## config.mk

```make
export PLATFORM = sky130hd
export DESIGN_NAME = bin_pack
export DESIGN_NICKNAME = d
export VERILOG_FILES = /design/src/rtl/bin_pack.sv
export SDC_FILE = /design/constraint.sdc
export NUM_CORES = 1
export LEC_CHECK = 0
export ABC_AREA = 1
export BUFFER_PORTS_ARGS = -buffer_cell sky130_fd_sc_hd__clkbuf_2
export CAP_MARGIN = 10
export CORE_MARGIN = 2
export CORE_UTILIZATION = 45
export CTS_BUF_LIST = sky130_fd_sc_hd__clkbuf_16
export DETAILED_ROUTE_END_ITERATION = 10
export SYNTH_ARGS = -nofsm -noshare
export SYNTH_HDL_FRONTEND = slang
export SYNTH_SLANG_ARGS = --single-unit
```

## constraint.sdc

```tcl
create_clock -name clk -period 2.8 [get_ports clk]
set_input_delay 0.42 -clock clk [delete_from_list [all_inputs] [get_ports clk]]
set_output_delay 0.42 -clock clk [all_outputs]
set_load 0.03 [all_outputs]
```

## src/rtl/bin_pack.sv

```systemverilog
// Packs a framed 1-bit pixel stream LSB-first into WORD_W-bit words and
// queues them in a show-ahead FIFO with per-word frame markers.
module bin_pack #(
  parameter int unsigned WORD_W     = 16,
  parameter int unsigned FIFO_DEPTH = 4,
  parameter bit          PAD_VAL    = 1'b0
) (
  input  logic              clk,
  input  logic              rst_n,
  input  logic              din,
  input  logic              din_vld,
  input  logic              din_sop,
  input  logic              din_eop,
  output logic [WORD_W-1:0] dout,
  output logic              dout_vld,
  output logic              dout_sop,
  output logic              dout_eop,
  input  logic              dout_rdy,
  output logic              ovf,
  output logic              frame_err,
  input  logic              clr_flags
);

  localparam int unsigned IW = $clog2(WORD_W);
  localparam int unsigned CW = IW + 1;
  localparam int unsigned AW = $clog2(FIFO_DEPTH);
  localparam int unsigned PW = AW + 1;
  localparam logic [WORD_W-1:0] PAD_WORD = {WORD_W{PAD_VAL}};

  typedef enum logic {IDLE, IN_FRAME} state_t;

  typedef struct packed {
    logic              sop;
    logic              eop;
    logic [WORD_W-1:0] data;
  } word_t;

  state_t            state_q, state_d;
  logic [WORD_W-1:0] pack_q, pack_d;
  logic [CW-1:0]     cnt_q, cnt_d;
  logic              first_q, first_d;
  logic              push;
  word_t             push_word;
  logic              ferr_set;

  logic              start;
  logic [WORD_W-1:0] wr_word;
  logic [IW-1:0]     idx;
  logic [CW-1:0]     cnt_inc;

  // State register
  always_ff @(posedge clk or negedge rst_n) begin
    if (!rst_n) state_q <= IDLE;
    else        state_q <= state_d;
  end

  // Next state, pack update and word push; a sop always restarts at bit 0
  always_comb begin
    state_d   = state_q;
    pack_d    = pack_q;
    cnt_d     = cnt_q;
    first_d   = first_q;
    push      = 1'b0;
    push_word = '0;
    ferr_set  = 1'b0;

    start        = din_vld && din_sop;
    wr_word      = start ? PAD_WORD : pack_q;
    idx          = start ? '0 : cnt_q[IW-1:0];
    wr_word[idx] = din;
    cnt_inc      = start ? CW'(1) : cnt_q + CW'(1);

    if (din_vld) begin
      // stray pixel in IDLE, or sop inside a frame
      if ((state_q == IDLE) != din_sop) ferr_set = 1'b1;
      if (din_sop || state_q == IN_FRAME) begin
        if (din_eop || cnt_inc == CW'(WORD_W)) begin
          push           = 1'b1;
          push_word.sop  = din_sop | first_q;
          push_word.eop  = din_eop;
          push_word.data = wr_word;
          pack_d         = PAD_WORD;
          cnt_d          = '0;
          first_d        = 1'b0;
          state_d        = din_eop ? IDLE : IN_FRAME;
        end else begin
          pack_d  = wr_word;
          cnt_d   = cnt_inc;
          first_d = din_sop | first_q;
          state_d = IN_FRAME;
        end
      end
    end
  end

  always_ff @(posedge clk or negedge rst_n) begin
    if (!rst_n) begin
      pack_q  <= '0;
      cnt_q   <= '0;
      first_q <= 1'b0;
    end else begin
      pack_q  <= pack_d;
      cnt_q   <= cnt_d;
      first_q <= first_d;
    end
  end

  // Word FIFO; pointer MSB separates full from empty
  word_t         mem [FIFO_DEPTH];
  word_t         head;
  logic [PW-1:0] wr_q, rd_q, wr_d, rd_d;
  logic          full, pop, wr_en;

  assign full  = (wr_q[AW-1:0] == rd_q[AW-1:0]) && (wr_q[PW-1] != rd_q[PW-1]);
  assign pop   = dout_vld && dout_rdy;
  assign wr_en = push && (!full || pop);
  assign wr_d  = wr_q + PW'(wr_en);
  assign rd_d  = rd_q + PW'(pop);

  always_ff @(posedge clk or negedge rst_n) begin
    if (!rst_n) begin
      for (int i = 0; i < int'(FIFO_DEPTH); i++) mem[i] <= '0;
      wr_q      <= '0;
      rd_q      <= '0;
      dout_vld  <= 1'b0;
      ovf       <= 1'b0;
      frame_err <= 1'b0;
    end else begin
      if (wr_en) mem[wr_q[AW-1:0]] <= push_word;
      wr_q      <= wr_d;
      rd_q      <= rd_d;
      dout_vld  <= (wr_d != rd_d);
      ovf       <= (push && full && !pop) || (ovf && !clr_flags);
      frame_err <= ferr_set || (frame_err && !clr_flags);
    end
  end

  // Show-ahead head of queue
  assign head     = mem[rd_q[AW-1:0]];
  assign dout     = head.data;
  assign dout_sop = head.sop;
  assign dout_eop = head.eop;

endmodule

```

== Word level (Yosys, flattened, before mapping) ==
Cells that the tools add are included.
Widths: inputs -> output; s select.
Cells by class
  $add $sub $neg: 3
  $lt $le $gt $ge: 5
  equality and inequality tests: 5
  muxes and demuxes: 25
  bitwise gates (word level): 4
  reduce and logical (&&, ||, !) cells: 19
Operators by type and width (number)
  $mux 18: 6
  $bwmux 72: 1
  $bmux 18 s2: 1
  $demux 18 s2: 1
  $mux 16: 2
  $bwmux 16: 1
  $logic_and 1x1->1: 10
  $mux 5: 2
  $mux 1: 9
  $add 3x1->3: 2
  $ge 3x3->1 const B: 2
  $not 2->3: 2
  $add 5x1->5 const B: 1
  $eq 5x5->1 const B: 1
  $logic_or 1x1->1: 5
  $lt 4x5->1 const B: 1
  $demux 1 s4: 1
  $ge 4x1->1 const B: 1
  $mux 4: 1
  $logic_not 1->1: 3
  $lt 3x1->1 const B: 1
  $ne 3x3->1: 1
  $eq 2x2->1: 1
  $ne 1x1->1: 2
  other kinds (3): 3
Word-level totals
  bits in registers: 104
  bits of input ports: 8
  output and inout port bits: 21
  word-level logic and storage cells: 82

== Logic depth before layout (Yosys ltp) ==
Gate-level depths: netlist (run 1).
  depth after elaboration: 11
  depth in mapped cells: 15
  gate-level depth less buffers: 15

== Least setup slack after synthesis (run 1) ==
OpenSTA, ideal clock, no wires.
  path type: reg2reg
  start: register cnt_q[0]
  end: register dout_vld
  setup time: 0.128 ns
  arrival time: 2.044 ns
  data required time: 2.672 ns
  slack: 0.628 ns
  stages on the path, launching flop included: 16
  path buffers: 0
  cell sequence: dfrtp_1 -> ha_1 -> inv_1 -> nand2_1 -> nand2_1 -> nand2_1 -> nor2_1 -> nand3_2 -> nand2_4 -> nand3_4 -> inv_1 -> ha_1 -> ha_1 -> xor2_1 -> xnor2_1 -> nand3_1
On the way
  longest elaborated chain between the ends: 10
RTL lines
  start, declared: line 40  | logic [CW-1:0] cnt_q, cnt_d;
  start signal, assigned: line 103  | cnt_q <= cnt_d;
  $add 5x1->5: line 71  | cnt_inc = start ? CW'(1) : cnt_q + CW'(1);
  $mux 5: line 71
  $eq 5x5->1: line 77  | if (din_eop || cnt_inc == CW'(WORD_W)) begin
  $logic_or 1x1->1: line 77
  $mux 1: line 77
  $mux 1: line 76  | if (din_sop || state_q == IN_FRAME) begin
  $mux 1: line 73  | if (din_vld) begin
  $logic_and 1x1->1: line 116  | assign wr_en = push && (!full || pop);
  $add 3x1->3: line 117  | assign wr_d = wr_q + PW'(wr_en);
  named net wr_d[2]: line 111  | logic [PW-1:0] wr_q, rd_q, wr_d, rd_d;
  $ne 3x3->1: line 132  | dout_vld <= (wr_d != rd_d);
  end signal, assigned: line 132
  end, declared: line 15  | output logic dout_vld,
The timed path passes the listed nets, and every way through them passes these cells.
A chain may end at the register's enable or synchronous reset.

== Worst setup path in the final report (run 1) ==
  start: register cnt_q[0]
  end: register mem[7] in the netlist's numbering
On the way
  longest elaborated chain between the ends: 10
  elaborated cells on any way between the ends: 19
RTL lines
  $mux 4: line 69  | idx = start ? '0 : cnt_q[IW-1:0];
  $lt 4x5->1 (not written as such) / $ge 4x1->1 (equally long branches): line 70  | wr_word[idx] = din;
  $logic_and 1x1->1 (not written as such): line 70
  $mux 1 (not written as such): line 70
  $demux 1 s4: line 70
  $bwmux 16: line 70
  $mux 18: line 77
  $mux 18: line 76
  $mux 18: line 73
  $bwmux 72: line 129  | if (wr_en) mem[wr_q[AW-1:0]] <= push_word;
  end signal, assigned by index: line 129
  end, declared: line 109  | word_t mem [FIFO_DEPTH];
Parallel ways exist; a longest one is shown, timed or not.

==> results.py, run 1 <==
metrics = {
    "run_status": {
        "run_status": "finished clean",
    },
    "drt": {
        "wl_per_cell_um": 16.5,
        "detail-route-antenna-nets": 0,
        "post-route-drc-count": 0,
        "detailedRoute.firstPassIterationCount": 5,
        "met3_wirelength_um": 907,
        "met1_length_mm": 6.33,
        "detailroute.wirelength.met2_mm": 5.74,
        "avgViaCountPerCell": 5.38,
        "first_iter_violations": 367,
        "highest_routing_layer_actually_used": "met4",
        "finalWirelength_mm": 13.4,
        "num_vias": 4383,
    },
    "cts": {
        "cts.root.buffer_cell": "clkbuf_16",
        "cts.repair_timing.setup_buffer_count": 0,
        "cts-buffers-inserted": 9,
        "max-clock-path-buffers": 2,
        "worstSkewPairLatency_ns": 0.35,
        "clock_tree.htree_level_count": 3,
        "cts_tree": "yes",
        "post_cts_resized": 0,
        "path_clk_slew_ns": 0.07,
        "clk_sinks": 104,
        "hold_buffer_count_at_cts": 0,
    },
    "job": {
        "timing.max_cap.violations": 0,
    },
    "cells_and_area": {
        "fin_nets": 685,
        "final_common_cell": "nand2_1",
        "layout.cells.non_filler": 815,
        "area_growth_syn_to_layout_pct": 10.4,
        "drive_above_1_share_pct": 10.4,
        "antennaDiodeCount": 0,
        "mostFrequentLayoutCells": "nand2_1 (271), dfrtp_1 (104), o21ai_0 (67)",
    },
    "timing": {
        "fin_worst_skew_ns": 0.00897,
        "timing.max_slew.rel_slack_pct": 55.0,
        "timing.final.crit_share_pct": 82.6,
        "min_period_ns": 2.31,
        "timing_worst_slew_pin_value_ns": 0.673,
        "grt_setup_unrepaired": "false",
        "total_count_of_hold_check_failures_in_the_final_report": 0,
        "maxClockFrequency_ghz": 0.432,
        "timing.final.setup_violations": 0,
        "totalNegativeSetupSlack_ns": 0,
        "slew_viol_final": 0,
    },
    "global_route": {
        "grt_first_pass_wirelength_mm": 22.5,
        "aggregate_global_routing_overflow": 0,
        "grt_usage_pct": 23.3,
        "grt_max_degree": 53,
        "grt_antenna_before_repair": 0,
        "vias_in_the_first_global_route": 4347,
    },
    "power_and_ir_drop": {
        "leakage_power_nw": 2.91,
        "power.share.combinational_pct": 40.3,
        "internal-power_mw": 2.98,
        "p_sw_mw": 2.12,
        "power.sequential.fraction_pct": 35.9,
        "power_switching_share_pct": 41.6,
        "power.ir.vdd_worst_v": 0.000675,
        "power.density_nw_per_um2": 901,
        "power.share.clock_pct": 23.9,
    },
    "worst_hold_path": {
        "worstHoldPathType": "input port to asynchronous set/reset pin",
    },
    "synthesis": {
        "synth_nets": 663,
        "syn_area_cell_um2": 7.89,
        "synthDominantAreaCellType": "dfrtp_1",
        "yosysSeqAreaShare_pct": 50.8,
        "synth.top_cell.area_share_pct": 50.8,
        "synthesis.area_um2": 5120,
        "postSynthRegisterBits": 104,
        "count_of_synthesis_stage_warnings_from_yosys": 0,
        "synth_area_leaders": "dfrtp_1 (51%), nand2_1 (20%), o21ai_0 (6.5%)",
        "post_synth_num_cell_types": 29,
        "syn_inst": 649,
    },
    "worst_setup_path": {
        "crit-reg2reg-launch": "cnt_q[0]",
        "worstRegToRegCells": 13,
        "critical_path.startpoint_type": "flip-flop",
        "required_ns": 3.09,
        "r2r-end": "mem[7]",
        "largest_driver_fanout_on_the_critical_path": 23,
        "worstSetupPathType": "flip-flop to flip-flop",
        "critPathArrivalTime_ns": 2.60,
        "critPathCaptureType": "flip-flop",
        "slack_of_the_worst_reg_to_reg_path_ns": 0.49,
    },
    "floorplan": {
        "fp.dieW_um": 111,
        "floorplan.core_area_um2": 11000,
        "initial_core_util_pct": 46.7,
        "row_count": 38,
        "die_area_um2": 12300,
        "die_height_um": 111,
        "io-pin-count": 29,
    },
    "placement": {
        "place_hpwl_mm": 8.07,
        "numPortBuffers": 28,
        "placed_cells_incl_taps": 800,
        "replace_congestion": 0.821,
    },
}
-- power by group through the flow --
stage	sequential (mW)	combinational [mW]	clock [mW]
3_3_place_gp	1.85	2.04	0
3_5_place_dp	1.85	2.06	0
6_report	1.83	2.05	1.22
4_1_cts	1.83	2.07	1.25
5_1_grt	1.86	2.26	1.32
2_1_floorplan	1.84	1.46	0
-- worst max path at each step --
stage	cells after the start	from	to	slack (ns)
floorplan	15	cnt_q[0]	dout_vld	0.63
global placement	15	cnt_q[0]	dout_vld	0.54
detailed placement	13	cnt_q[0]	mem[5]	0.52
CTS	15	cnt_q[0]	dout_vld	0.50
global route	12	cnt_q[1]	mem[5]	0.25
finish	13	cnt_q[0]	mem[7]	0.49
-- area by class of cell --
class,instances,area [µm²]
inverter,32,120
clock inverter,6,53.8
tap,140,175
fill,1076,5330
timing repair buffer,41,253
clock buffer,9,225
multi-input combinational,483,2230
sequential,104,2600
-- state kept, by name, indices dropped and copies added (netlist names) --
register   count
frame_err      1
cnt_q          5
mem           72
pack_q        16
ovf            1
dout_vld       1
wr_q           3
state_q        1
rd_q           3
first_q        1
-- critical path, stage by stage, from the launching register on --
cell     delay (ns)
dfrtp_1        0.44
ha_1           0.28
inv_1          0.07
nand2_1        0.06
nand2_1        0.06
nand2_1        0.05
nor2_1         0.11
nand3_2        0.10
nand2_4        0.08
buf_4          0.28
inv_2          0.21
nor2_1         0.33
nand2_1        0.10
nand2_1        0.09
-- kinds of logic (layout without fill, tap and decap cells) --
kind of cell / count (synthesis) / in the layout / share of synthesized area [%]
XOR/XNOR: 6 / 6 / 1.03
buffers and inverters: 62 / 88 / 5.74
adder cells (fa/ha/maj): 6 / 6 / 1.47
flip-flops: 104 / 104 / 50.8
AO/OA/AOI/OAI: 108 / 108 / 11.7
AND/OR/NAND/NOR: 363 / 363 / 29.3
-- per-layer routing --
| metal | track usage, % | vias to the layer above |
|---|---|---|
| li1 | - | 2134 |
| met1 | 33.0 | 2079 |
| met2 | 35.0 | 144 |
| met3 | 4.87 | 26 |
| met4 | 10.0 | 0 |
| met5 | 0 | - |
-- synthesized netlist by cell type (all sizes together) --
library cell,instances
o21ai,67
clkbuf,15
nand2,272
xor2,2
o211ai,8
a21oi,3
nand3,18
inv,31
nand4,6
xnor2,4
dfrtp,104
buf,15
clkinv,1
ha,6
nor2,66
o22ai,30
or2,1
-- through the flow --
step / utilization, % / hold slack (ns) / instance area, µm² / total power, mW / setup slack, ns
after global placement: 49.0 / 0.388 / 5380 / 3.89 / 0.536
final: 51.5 / 0.00584 / 5660 / 5.10 / 0.486
after global routing: 51.5 / 0.0278 / 5660 / 5.43 / 0.252
after CTS: 51.5 / 0.0140 / 5660 / 5.14 / 0.500
after detailed placement: 49.0 / 0.390 / 5380 / 3.91 / 0.516
after floorplan: - / 0.124 / 5120 / 3.30 / 0.628
No activity file was read; power rests on OpenSTA's default activity.
==> inputs of run 2 (changes only) <==
==> constraint.sdc (replaced) <==
create_clock -name clk -period 2.1 [get_ports clk]
set_input_delay 0.315 -clock clk [delete_from_list [all_inputs] [get_ports clk]]
set_output_delay 0.315 -clock clk [all_outputs]
set_load 0.03 [all_outputs]
==> run 2 against run 1 <==
  * Count of clock-buffer cells in the layout unchanged
  * Critical path depth shrank 8
  * Non-clock buffer count rose by 17
  * Sequential share of layout area is 2.5 points lower
  * Final area rose by 5.7%
  * Clock power up 38%
  * First-iteration DRC count is 1.4% lower
  * Register-to-register slack worse by 0.36 ns
  * Die area unchanged
  * Global-route usage increased by 0.22 points
  * Clock skew grew 0.00086 ns
  * Worst hold slack improved by 0.028 ns
  * Largest power group unchanged
==> results.py, run 2 (synthesis results as in run 1) <==
metrics = {
    "worst_hold_path": {
        "worstHoldPathType": "input port to asynchronous set/reset pin",
    },
    "cells_and_area": {
        "drive_above_1_share_pct": 14.3,
        "post-route-util_pct": 54.4,
        "multi_input_comb_area_um2": 2280,
        "fin_nets": 702,
        "layout.cells.non_filler": 833,
        "largest-register": "mem",
        "layout_top_registers": "mem (72), pack_q (16), cnt_q (5)",
        "mostFrequentLayoutCells": "nand2_1 (270), dfrtp_1 (103), o21ai_0 (67)",
        "antennaDiodeCount": 0,
        "final-seq-area_um2": 2600,
        "fillers": 1034,
        "final_common_cell": "nand2_1",
        "area_growth_syn_to_layout_pct": 16.7,
        "largest_register_ffs": 72,
    },
    "timing": {
        "worst_hold_margin_ns": 0.0338,
        "timing.final.setup_violations": 0,
        "total_count_of_hold_check_failures_in_the_final_report": 0,
        "maxClockFrequency_ghz": 0.506,
        "min_period_ns": 1.97,
        "slew_viol_final": 0,
        "timing.final.crit_share_pct": 94.0,
        "grt_setup_unrepaired": "true",
        "totalNegativeSetupSlack_ns": 0,
        "timing.max_slew.rel_slack_pct": 63.5,
        "fin_worst_skew_ns": 0.00984,
        "timing_worst_slew_pin_value_ns": 0.547,
    },
    "worst_setup_path": {
        "largest_driver_fanout_on_the_critical_path": 36,
        "required_ns": 1.78,
        "crit-reg2reg-launch": "cnt_q[1]",
        "worstSetupPathType": "flip-flop to output port",
        "critical_path.startpoint_type": "flip-flop",
        "r2r-end": "dout_vld",
        "critPathArrivalTime_ns": 1.66,
        "slack_of_the_worst_reg_to_reg_path_ns": 0.13,
        "worstRegToRegCells": 14,
        "cpMaxStageDelayCell": "dfrtp_1",
        "critPathCaptureType": "output port",
        "cp_cell_sequence": "clkinv_1 > buf_12 > o21ai_0 > o22ai_1 > clkbuf_2",
        "critical_path.max_stage_delay_ns": 0.45,
    },
    "floorplan": {
        "io-pin-count": 29,
        "row_count": 38,
        "floorplan.core_area_um2": 11000,
        "fp.dieW_um": 111,
        "die_area_um2": 12300,
        "initial_core_util_pct": 46.7,
        "die_height_um": 111,
    },
    "drt": {
        "first_iter_violations": 362,
        "finalWirelength_mm": 13.5,
        "detailedRoute.firstPassIterationCount": 5,
        "post-route-drc-count": 0,
        "detail-route-antenna-nets": 0,
        "avgViaCountPerCell": 5.31,
        "num_vias": 4424,
        "wl_per_cell_um": 16.2,
    },
    "placement": {
        "replace_congestion": 0.852,
        "numPortBuffers": 28,
        "place_hpwl_mm": 8.29,
        "placed_cells_incl_taps": 815,
    },
    "global_route": {
        "vias_in_the_first_global_route": 4510,
        "grt_first_pass_wirelength_mm": 23.3,
        "grt_antenna_before_repair": 0,
        "aggregate_global_routing_overflow": 0,
        "grt_max_degree": 105,
        "grt_usage_pct": 23.6,
    },
    "cts": {
        "clock_tree.htree_level_count": 3,
        "clk_sinks": 104,
        "cts.root.buffer_cell": "clkbuf_16",
        "cts_tree": "yes",
        "cts-buffers-inserted": 9,
        "path_clk_slew_ns": 0.07,
        "max-clock-path-buffers": 2,
        "worstSkewPairLatency_ns": 0.35,
    },
    "power_and_ir_drop": {
        "power.ir.vdd_worst_v": 0.000710,
        "leakage_power_nw": 3.02,
        "power.density_nw_per_um2": 1180,
        "power.total_mw": 7.06,
    },
    "job": {
        "timing.max_cap.violations": 0,
    },
    "run_status": {
        "run_status": "finished clean",
    },
}
## run 2: cell count changes in the layout (fill, tap and decap cells not counted), sizes merged
cell,delta
inv,-2
buf,+17
clkinvlp,+3
## run 2: critical path: cells and delay by family (launching register included)
| family | cells | cell delay (ns) |
|---|---|---|
| compound gates | 2 | 0.29 |
| flops | 1 | 0.45 |
| buf+inv | 3 | 0.54 |
## run 2: metrics by stage
| stage | worst slack (ns) | instance area, µm² |
|---|---|---|
| after global placement | 0.108 | 5640 |
| after floorplan | 0.00898 | 5160 |
| after detailed placement | 0.0367 | 5640 |
| after global routing | -0.0383 | 5980 |
| after CTS | 0.0271 | 5940 |
| final | 0.125 | 5980 |
## run 2: what timing repair did
item,CTS,global route
pin swaps,0,4
hold buffers,0,0
resized for setup,1,7
buffers inserted,0,2
endpoints found under the setup margin,5,78
## run 2: area by class of cell
| type | instances | area share [%] |
|---|---|---|
| Multi-Input combinational cell | 483 | 38.1 |
| Clock buffer | 9 | 3.77 |
| Inverter | 32 | 2.01 |
| Timing Repair Buffer | 58 | 8.45 |
| Sequential cell | 104 | 43.5 |
| Clock inverter | 7 | 1.21 |
| Tap cell | 140 | 2.93 |
## run 2: worst max-delay path by stage
stage | end | start | depth (start not counted)
floorplan | dout_vld | cnt_q[0] | 15
global placement | mem[47] | din_sop | 11
detailed placement | dout_vld | cnt_q[0] | 15
CTS | dout_vld | cnt_q[0] | 15
global route | dout_vld | cnt_q[0] | 14
finish | dout[13] | rd_q[0] | 5
## run 2: power by group
group	leakage [nW]	total [mW]	internal, mW	switching (mW)
Sequential	1.41	2.46	2.26	0.192
Clock	0.131	1.68	0.922	0.763
Combinational	1.48	2.92	0.967	1.95
Total	3.02	7.06	4.15	2.91
## run 2: per-layer routing
layer	global-route usage (%)	wire [µm]
met4	6.83	207
met2	37.5	6270
met1	33.4	6230
met3	4.05	811
met5	0	0
